[src/rtl/acc_pkg.sv]
// Shared types and constants for the accelerator response path.
// ACC_RSP_T builds a response struct for a given writeback count and data width.
`ifndef ACC_RSP_T
`define ACC_RSP_T(name, nwb, dw) \
  typedef struct packed { \
    logic [(nwb)-1:0][(dw)-1:0] data; \
    logic [AccRdWidth-1:0]      rd; \
    logic                       error; \
    logic                       dualwb; \
  } name;
`endif

package acc_pkg;

  localparam int unsigned AccRdWidth      = 5;
  localparam int unsigned AccPerfCntWidth = 32;

  `ACC_RSP_T(acc_rsp_t, 1, 32)

  function automatic int unsigned idx_width(input int unsigned n);
    return (n > 1) ? $clog2(n) : 1;
  endfunction

endpackage

[src/rtl/acc_rr_arb.sv]
// Round-robin arbiter: combinational one-hot grant searched upward from ptr,
// ptr advances past the winner only when en is high and something is granted.
module acc_rr_arb
  import acc_pkg::*;
#(
  parameter int unsigned NumAcc = 4,
  localparam int unsigned IdxW  = idx_width(NumAcc)
) (
  input  logic              clk_i,
  input  logic              rst_i,
  input  logic [NumAcc-1:0] req_i,
  input  logic              en_i,
  output logic [NumAcc-1:0] gnt_o,
  output logic [IdxW-1:0]   idx_o
);

  logic [IdxW-1:0] ptr_q, ptr_d;
  logic [IdxW:0]   pick_res;

  // Returns {found, index} of the first request at or above ptr, wrapping.
  function automatic logic [IdxW:0] pick(input logic [NumAcc-1:0] req,
                                         input logic [IdxW-1:0] ptr);
    int unsigned     c;
    logic [NumAcc-1:0] sh;
    pick = '0;
    for (int unsigned k = 0; k < NumAcc; k++) begin
      c  = (32'(ptr) + k) % NumAcc;
      sh = req >> c;
      if (!pick[IdxW] && sh[0]) pick = {1'b1, IdxW'(c)};
    end
  endfunction

  always_comb begin
    pick_res = pick(req_i, ptr_q);
    idx_o    = pick_res[IdxW-1:0];
    gnt_o    = pick_res[IdxW] ? (NumAcc'(1) << idx_o) : '0;
    ptr_d    = (32'(idx_o) == NumAcc - 1) ? '0 : idx_o + IdxW'(1);
  end

  always_ff @(posedge clk_i) begin
    if (rst_i) begin
      ptr_q <= '0;
    end else if (en_i && pick_res[IdxW]) begin
      ptr_q <= ptr_d;
    end
  end

endmodule

[src/rtl/acc_resp_arbiter.sv]
// Merges NumAcc accelerator response channels into one registered output stage.
// Define ACC_RESP_ARB_PERF_EN to build the per-channel saturating grant counters.
module acc_resp_arbiter
  import acc_pkg::*;
#(
  parameter int unsigned  NumAcc        = 4,
  parameter int unsigned  DataWidth     = 32,
  parameter bit           DualWriteback = 1'b0,
  localparam int unsigned IdxW          = idx_width(NumAcc),
  localparam int unsigned NumWb         = DualWriteback ? 2 : 1
) (
  input  logic                                clk_i,
  input  logic                                rst_i,
  input  logic [NumAcc*NumWb*DataWidth-1:0]   in_p_data_i,
  input  logic [NumAcc*AccRdWidth-1:0]        in_p_rd_i,
  input  logic [NumAcc-1:0]                   in_p_error_i,
  input  logic [NumAcc-1:0]                   in_p_dualwb_i,
  input  logic [NumAcc-1:0]                   in_p_valid_i,
  output logic [NumAcc-1:0]                   in_p_ready_o,
  output logic [NumWb*DataWidth-1:0]          out_p_data_o,
  output logic [AccRdWidth-1:0]               out_p_rd_o,
  output logic                                out_p_error_o,
  output logic                                out_p_dualwb_o,
  output logic [IdxW-1:0]                     out_p_src_o,
  output logic                                out_p_valid_o,
  input  logic                                out_p_ready_i,
  output logic [NumAcc*AccPerfCntWidth-1:0]   perf_grant_cnt_o
);

  `ACC_RSP_T(rsp_t, NumWb, DataWidth)

  rsp_t              rsp_q, sel_rsp;
  logic              valid_q;
  logic [IdxW-1:0]   src_q, arb_idx;
  logic [NumAcc-1:0] arb_gnt;
  logic              load_en, arb_en;

  assign load_en = !valid_q || out_p_ready_i;
  // No handshake may complete while reset is held.
  assign arb_en  = load_en && !rst_i;

  acc_rr_arb #(
    .NumAcc(NumAcc)
  ) u_arb (
    .clk_i(clk_i),
    .rst_i(rst_i),
    .req_i(in_p_valid_i),
    .en_i (arb_en),
    .gnt_o(arb_gnt),
    .idx_o(arb_idx)
  );

  assign in_p_ready_o = arb_gnt & {NumAcc{arb_en}};

  always_comb begin
    sel_rsp = '0;
    for (int unsigned i = 0; i < NumAcc; i++) begin
      if (arb_gnt[i]) begin
        sel_rsp.data   = in_p_data_i[i*NumWb*DataWidth +: NumWb*DataWidth];
        sel_rsp.rd     = in_p_rd_i[i*AccRdWidth +: AccRdWidth];
        sel_rsp.error  = in_p_error_i[i];
        sel_rsp.dualwb = DualWriteback && in_p_dualwb_i[i];
      end
    end
  end

  always_ff @(posedge clk_i) begin
    if (rst_i) begin
      valid_q <= 1'b0;
      rsp_q   <= '0;
      src_q   <= '0;
    end else if (load_en) begin
      valid_q <= |arb_gnt;
      if (|arb_gnt) begin
        rsp_q <= sel_rsp;
        src_q <= arb_idx;
      end
    end
  end

  assign out_p_valid_o  = valid_q;
  assign out_p_data_o   = rsp_q.data;
  assign out_p_rd_o     = rsp_q.rd;
  assign out_p_error_o  = rsp_q.error;
  assign out_p_dualwb_o = rsp_q.dualwb;
  assign out_p_src_o    = src_q;

`ifdef ACC_RESP_ARB_PERF_EN
  for (genvar i = 0; i < NumAcc; i++) begin : g_perf
    logic [AccPerfCntWidth-1:0] cnt_q;
    always_ff @(posedge clk_i) begin
      if (rst_i) begin
        cnt_q <= '0;
      end else if (in_p_valid_i[i] && in_p_ready_o[i] && (cnt_q != '1)) begin
        cnt_q <= cnt_q + AccPerfCntWidth'(1);
      end
    end
    assign perf_grant_cnt_o[i*AccPerfCntWidth +: AccPerfCntWidth] = cnt_q;
  end
`else
  assign perf_grant_cnt_o = '0;
`endif

endmodule

[config.mk]
export PLATFORM = sky130hd
export DESIGN_NAME = acc_resp_arbiter
export DESIGN_NICKNAME = d
export VERILOG_FILES = /design/src/rtl/acc_pkg.sv /design/src/rtl/acc_rr_arb.sv /design/src/rtl/acc_resp_arbiter.sv
export SDC_FILE = /design/constraint.sdc
export NUM_CORES = 1
export LEC_CHECK = 0
export ABC_CLOCK_PERIOD_IN_PS = 3600
export BUFFER_PORTS_ARGS = -buffer_cell sky130_fd_sc_hd__buf_4
export CAP_MARGIN = 20
export CORE_AREA = 2 2 132 134
export DETAILED_ROUTE_END_ITERATION = 6
export DIE_AREA = 0 0 134 136
export HOLD_SLACK_MARGIN = 0.08
export SYNTH_ARGS = -nofsm -noshare
export SYNTH_HDL_FRONTEND = slang
export SYNTH_SLANG_ARGS = --single-unit
[constraint.sdc]
create_clock -name clk_i -period 3.6 [get_ports clk_i]
set_input_delay 0.18 -clock clk_i [delete_from_list [all_inputs] [get_ports clk_i]]
set_output_delay 0.18 -clock clk_i [all_outputs]
set_load 0.005 [all_outputs]
==> impl_metrics.env, run 1 <==
export IMPL_async_flop_share=0
export IMPL_rsz0062_at_grt="no"
export IMPL_numCtsBuffers=5
export IMPL_viasPerCell=4.18
export IMPL_cts_tree="yes"
export IMPL_skew_ns=0.00658
export IMPL_grt_max_degree=49
export IMPL_cp_end_kind="register"
export IMPL_fin_crit_sh=0.791
export IMPL_switching_power_uw=731
export IMPL_synth_seq_cells=43
export IMPL_drt_wl_total_mm=12.7
export IMPL_synth_largest_area_cell="buf_4"
export IMPL_clock_latency_ns=0.30
export IMPL_comb_power_share=0.462
export IMPL_synth_top_area_frac=0.273
export IMPL_grt_total_usage=0.134
export IMPL_crit_arrival_ns=3.05
export IMPL_timing_fmax_mhz=351
export IMPL_die_area_mm2=0.0182
export IMPL_root_buffer="clkbuf_16"
export IMPL_yosysWarningCount=0
export IMPL_relSlewSlack=0.316
export IMPL_period_needed_ns=2.85
export IMPL_synth_enable_flop_cells=0
export IMPL_yosysMostFrequentCell="buf_4"
export IMPL_p_int_mw=1.26
export IMPL_ys_types=24
export IMPL_fp_dieH_um=136
export IMPL_core_mm2=0.0169
export IMPL_die_w_um=134
export IMPL_initial_core_util=0.217
export IMPL_cp_max_fo=22
export IMPL_io_buffers=203
export IMPL_cellLeakagePower_nw=2.34
export IMPL_clk_path_buf_depth=2
export IMPL_synthesis_area_mm2=0.00366
export IMPL_diodes=0
export IMPL_boundaryPins=337
export IMPL_yosys_top_cells_count="buf_4 (133), nand2_1 (79), dfxtp_1 (43), nand2b_1 (42), o22ai_1 (40)"
export IMPL_cts_hold_repair_buffers=0
export IMPL_syn_to_final_growth_pct=38.0
export IMPL_avgSynthCellArea_um2=7.60
export IMPL_cts_resized=0
export IMPL_via_count=3721
export IMPL_clock_sink_count=43
export IMPL_seqPwrFrac=0.306
export IMPL_hpwl_mm=9.15
export IMPL_critPathLaunchType="register"
export IMPL_drt_iter0_drc=196
export IMPL_tns_ns=0
export IMPL_htreeDepth=2
export IMPL_worstPathRequired_ns=3.80
export IMPL_antenna_found_initial=0
export IMPL_nNetsFinal=831
export IMPL_cts_setup_buffers=0
export IMPL_grt_overflow=0
export IMPL_peakVddDrop_mv=0.182
export IMPL_status="completed"
export IMPL_grt_pass1_wl_mm=18.6
export IMPL_fp_row_count=48
export IMPL_p_clk_frac=0.232
export IMPL_final_max_slew_viol_count=0
export IMPL_finalHoldViolCount=0
export IMPL_finalSetupViolCount=0
export IMPL_ys_seq_area_frac=0.235
export IMPL_drv_cap=0
export IMPL_min_path_type="in2reg"
export IMPL_first_pass_iters=4
export IMPL_swShare=0.366
export IMPL_pwr_density_cell_mw_per_mm2=395
export IMPL_drive_gt1_frac=0.344
export IMPL_worstMarginPinSlew_ns=1.03
export IMPL_netlist_instances=482
export IMPL_clk_pin_slew_ns=0.07
export IMPL_worst_setup_path_type="reg2reg"
export IMPL_grt_pass1_vias=3394
export IMPL_ys_flop_type="dfxtp_1"
export IMPL_detail_route_antenna_nets=0
export IMPL_routedWlPerCell_um=14.3
export IMPL_final_area_mm2=0.00505
export IMPL_drc=0
export IMPL_synthTopCellsByArea="buf_4 (27%), dfxtp_1 (24%), o221ai_1 (9.1%)"
export IMPL_post_dp_cell_area_mm2=0.00491
export IMPL_gp_congestion=0.720
[power by group through the flow]
| stage | sequential (mW) | clock [mW] | combinational (mW) |
|---|---|---|---|
| floorplan | 0.623 | 0 | 0.595 |
| CTS | 0.610 | 0.492 | 0.933 |
| detailed placement | 0.620 | 0 | 0.933 |
| global placement | 0.617 | 0 | 0.929 |
| global route | 0.621 | 0.511 | 1.02 |
| finish | 0.610 | 0.463 | 0.921 |
[metrics by stage]
| stage | worst slack (ns) | hold WS [ns] | total power, mW | std cells | utilization |
|---|---|---|---|---|---|
| after CTS | 0.716 | 0.174 | 2.04 | 890 | 0.299 |
| after floorplan | 1.30 | 0.353 | 1.22 | 610 | - |
| final | 0.752 | 0.186 | 1.99 | 890 | 0.299 |
| after global placement | 0.814 | 0.472 | 1.55 | 882 | 0.291 |
| after detailed placement | 0.728 | 0.473 | 1.55 | 882 | 0.291 |
| after global routing | 0.515 | 0.200 | 2.16 | 890 | 0.299 |
[path summary, 6_finish.rpt]
path | from | to | slack (ns) | depth (start not counted)
worst max-delay path | u_arb.ptr_q[1] | out_p_data_o[16] | 0.75 | 9
worst min-delay path | out_p_ready_i | out_p_valid_o | 0.19 | 4
worst max register to register | u_arb.ptr_q[1] | out_p_data_o[16] | 0.75 | 9
worst min register to register | out_p_data_o[15] | out_p_data_o[15] | 0.48 | 2
[layout by cell type, fill, tap and decap left out]
master     synthesis  routed
a211oi_1           1       1
a21oi_1            4       4
a21oi_4            1       1
buf_4            133     214
clkbuf_1          26       2
clkbuf_16          0       5
clkinv_2           0       1
conb_1             1     129
dfxtp_1           43      43
ha_1               4       2
ha_2               0       2
inv_1              7       7
inv_2              1       1
mux2i_1            2       2
nand2_1           79      78
nand2_2            0       1
nand2b_1          42      41
nand2b_2           0       1
nor2_1             9       8
nor2_4             0       1
nor3_1             1       1
nor4_4             1       1
o211ai_1          38      38
o21a_1             1       1
o221ai_1          38      38
o22ai_1           40      40
o32ai_2            1       1
or3b_1             1       1
[cell families (layout without fill, tap and decap cells)]
logic type | count (synthesis) | count (layout) | synth area share
adders and majority gates | 4 | 4 | 0.0137
muxes | 2 | 2 | 0.00547
buffers and inverters | 175 | 230 | 0.318
and+or+nand+nor | 133 | 133 | 0.172
other | 1 | 129 | 0.00102
AOI/OAI and AO/OA | 124 | 124 | 0.256
DFF | 43 | 43 | 0.235
[final cells by class]
| class | instances | area [µm²] |
|---|---|---|
| Inverter | 8 | 30.0 |
| Clock buffer | 7 | 133 |
| Clock inverter | 1 | 5.00 |
| Multi-Input combinational cell | 392 | 2140 |
| Sequential cell | 43 | 861 |
| Timing Repair Buffer | 214 | 1610 |
| Fill cell | 1851 | 11800 |
| Tap cell | 225 | 282 |
[registers in the layout, summed over array words and instances, names as in the netlist]
name / count
out_p_src_o: 2
u_arb.ptr_q: 2
out_p_rd_o: 5
out_p_data_o: 32
out_p_error_o: 1
out_p_valid_o: 1
[layer usage]
metal	up-vias	track usage	part of all wire
met2	205	0.245	0.51
met3	5	0.0354	0.083
met5	-	0	0
met4	0	0.0349	0.0096
li1	1799	-	-
met1	1712	0.154	0.40
[critical path, cell delays in order (launching register included)]
cell	delay (ns)
dfxtp_1	0.43
mux2i_1	0.21
nor2_1	0.07
nor3_1	0.44
inv_1	0.15
ha_1	0.29
nand2_2	0.45
buf_4	0.35
o221ai_1	0.16
o22ai_1	0.19
(Power assumes the default switching activity.)
==> run 2, diff against run 1 <==
--- a/config.mk
+++ b/config.mk
@@ -5,7 +5,7 @@
 export SDC_FILE = /design/constraint.sdc
 export NUM_CORES = 1
 export LEC_CHECK = 0
-export ABC_CLOCK_PERIOD_IN_PS = 3600
+export ABC_CLOCK_PERIOD_IN_PS = 2400
 export BUFFER_PORTS_ARGS = -buffer_cell sky130_fd_sc_hd__buf_4
 export CAP_MARGIN = 20
 export CORE_AREA = 2 2 132 134
==> constraint.sdc (replaced) <==
create_clock -name clk_i -period 2.4 [get_ports clk_i]
set_input_delay 0.12 -clock clk_i [delete_from_list [all_inputs] [get_ports clk_i]]
set_output_delay 0.12 -clock clk_i [all_outputs]
set_load 0.005 [all_outputs]
==> run 2 against run 1 <==
  * Clock-buffer cell count shrank 1
  * Critical path depth is the same
  * First-iteration DRC count fell by 24%
  * Worst hold slack got worse by 0.055 ns
  * Sequential share of layout area down 0.62 points
  * Final cell count rose by 0.79%
  * Global-route usage decreased by 0.48 points
  * Combinational power up 62%
  * Non-clock buffer count rose by 7
  * Clock skew is 0.0013 ns lower
  * Flip-flop and latch count unchanged
==> impl_metrics.env, run 2 (synthesis results as in run 1) <==
export IMPL_fp_dieH_um=136
export IMPL_drv_cap=0
export IMPL_dp_cells=889
export IMPL_crit_path_start="u_arb.ptr_q[1]"
export IMPL_cts_tree="yes"
export IMPL_finalHoldViolCount=0
export IMPL_root_buffer="clkbuf_16"
export IMPL_core_mm2=0.0169
export IMPL_diodes=0
export IMPL_hpwl_mm=9.40
export IMPL_crit_arrival_ns=2.06
export IMPL_clk_pin_slew_ns=0.07
export IMPL_status="completed"
export IMPL_drc=0
export IMPL_cts_hold_repair_buffers=0
export IMPL_skew_ns=0.00532
export IMPL_first_pass_iters=4
export IMPL_cp_end_kind="primary output"
export IMPL_finalPower_mw=3.25
export IMPL_pwr_density_cell_mw_per_mm2=618
export IMPL_fin_cells=897
export IMPL_drt_iter0_drc=148
export IMPL_numCtsBuffers=5
export IMPL_peakVddDrop_mv=0.356
export IMPL_max_stage_delay_ns=0.35
export IMPL_crit_top_cell="buf_4"
export IMPL_r2r_start="u_arb.ptr_q[1]"
export IMPL_period_needed_ns=2.18
export IMPL_die_area_mm2=0.0182
export IMPL_layout_commonest_cell="buf_4"
export IMPL_antenna_found_initial=0
export IMPL_drive_gt1_frac=0.357
export IMPL_critPathLaunchType="register"
export IMPL_grt_pass1_wl_mm=18.4
export IMPL_boundaryPins=337
export IMPL_detail_route_antenna_nets=0
export IMPL_fin_crit_sh=0.908
export IMPL_largest_register_ffs=32
export IMPL_grt_max_degree=45
export IMPL_clock_sink_count=43
export IMPL_worstHoldStart="out_p_ready_i"
export IMPL_crit_chain="nand2b_1 > a21oi_1 > nor3_2 > buf_4 > ha_1 > inv_2 > buf_6 > nor2_1 > buf_4"
export IMPL_htreeDepth=2
export IMPL_crit_family="buffers and inverters"
export IMPL_syn_to_final_growth_pct=43.4
export IMPL_tns_ns=0
export IMPL_viasPerCell=4.19
export IMPL_relSlewSlack=0.631
export IMPL_min_path_type="in2reg"
export IMPL_cp_max_fo=22
export IMPL_gp_congestion=0.748
export IMPL_grt_pass1_vias=3450
export IMPL_drt_wl_total_mm=12.4
export IMPL_io_buffers=203
export IMPL_timing_fmax_mhz=459
export IMPL_worstPathRequired_ns=2.28
export IMPL_fillerInstances=1840
export IMPL_die_w_um=134
export IMPL_nNetsFinal=838
export IMPL_grt_overflow=0
export IMPL_finalSetupViolCount=0
export IMPL_fp_row_count=48
export IMPL_grt_total_usage=0.129
export IMPL_rsz0062_at_grt="no"
export IMPL_final_max_slew_viol_count=0
export IMPL_via_count=3754
export IMPL_worst_setup_path_type="reg2out"
export IMPL_cellLeakagePower_nw=2.43
export IMPL_initial_core_util=0.217
export IMPL_path_buf_inv=4
export IMPL_layout_common_cells="buf_4 (212), conb_1 (129), nand2_1 (78)"
export IMPL_routedWlPerCell_um=13.9
export IMPL_clock_latency_ns=0.29
export IMPL_clk_path_buf_depth=2
export IMPL_cp_slowest_cell="dfxtp_2"
export IMPL_timing_hold_ws_ns=0.130
export IMPL_cts_setup_buffers=0
export IMPL_worstMarginPinSlew_ns=0.553
export IMPL_cts_resized=0
## run 2: cell count changes in the layout (fill, tap and decap cells not counted)
cell       change
clkbuf_8       +1
nor3_1         -1
dfxtp_1        -1
dfxtp_2        +1
buf_4          -2
clkbuf_1       -2
buf_12         +8
buf_6          +1
bufinv_16      +1
nor3_2         +1
## run 2: power by group
group	switching (mW)	total (mW)	internal [mW]
clock	0.316	0.835	0.519
combinational	0.734	1.49	0.757
sequential	0.0742	0.919	0.844
## run 2: final timing paths
path,end,slack (ns),depth (start not counted)
max,in_p_ready_o[3],0.22,9
min,out_p_valid_o,0.13,4
max reg2reg,out_p_data_o[30],0.24,11
min reg2reg,out_p_rd_o[2],0.48,2
## run 2: area by class of cell
cell class / instances / area, µm² / share of cell area
Multi-Input combinational cell: 392 / 2140 / 0.408
Tap cell: 225 / 282 / 0.0536
Timing Repair Buffer: 221 / 1760 / 0.336
Inverter: 8 / 30.0 / 0.00572
Clock inverter: 2 / 35.0 / 0.00667
Clock buffer: 6 / 139 / 0.0264
Sequential cell: 43 / 862 / 0.164
## run 2: metal layers
metal,wire length [µm],share of wire,global-route usage
met5,0,0,0
met4,170,0.014,0.0396
met3,773,0.062,0.0276
met2,6300,0.51,0.234
met1,5190,0.42,0.152
## run 2: tightest hold or removal path, cell delays in order
cell and delay, ns:
buf_4 0.08, inv_1 0.06, nand2_1 0.07, a21oi_1 0.05
## run 2: metrics by stage
step	utilization	setup WS, ns	instance area (µm²)
after floorplan	-	0.0959	4140
after global placement	0.300	0.208	5070
after detailed placement	0.300	0.188	5070
after CTS	0.311	0.0685	5240
after global routing	0.311	0.0264	5250
final	0.311	0.222	5250
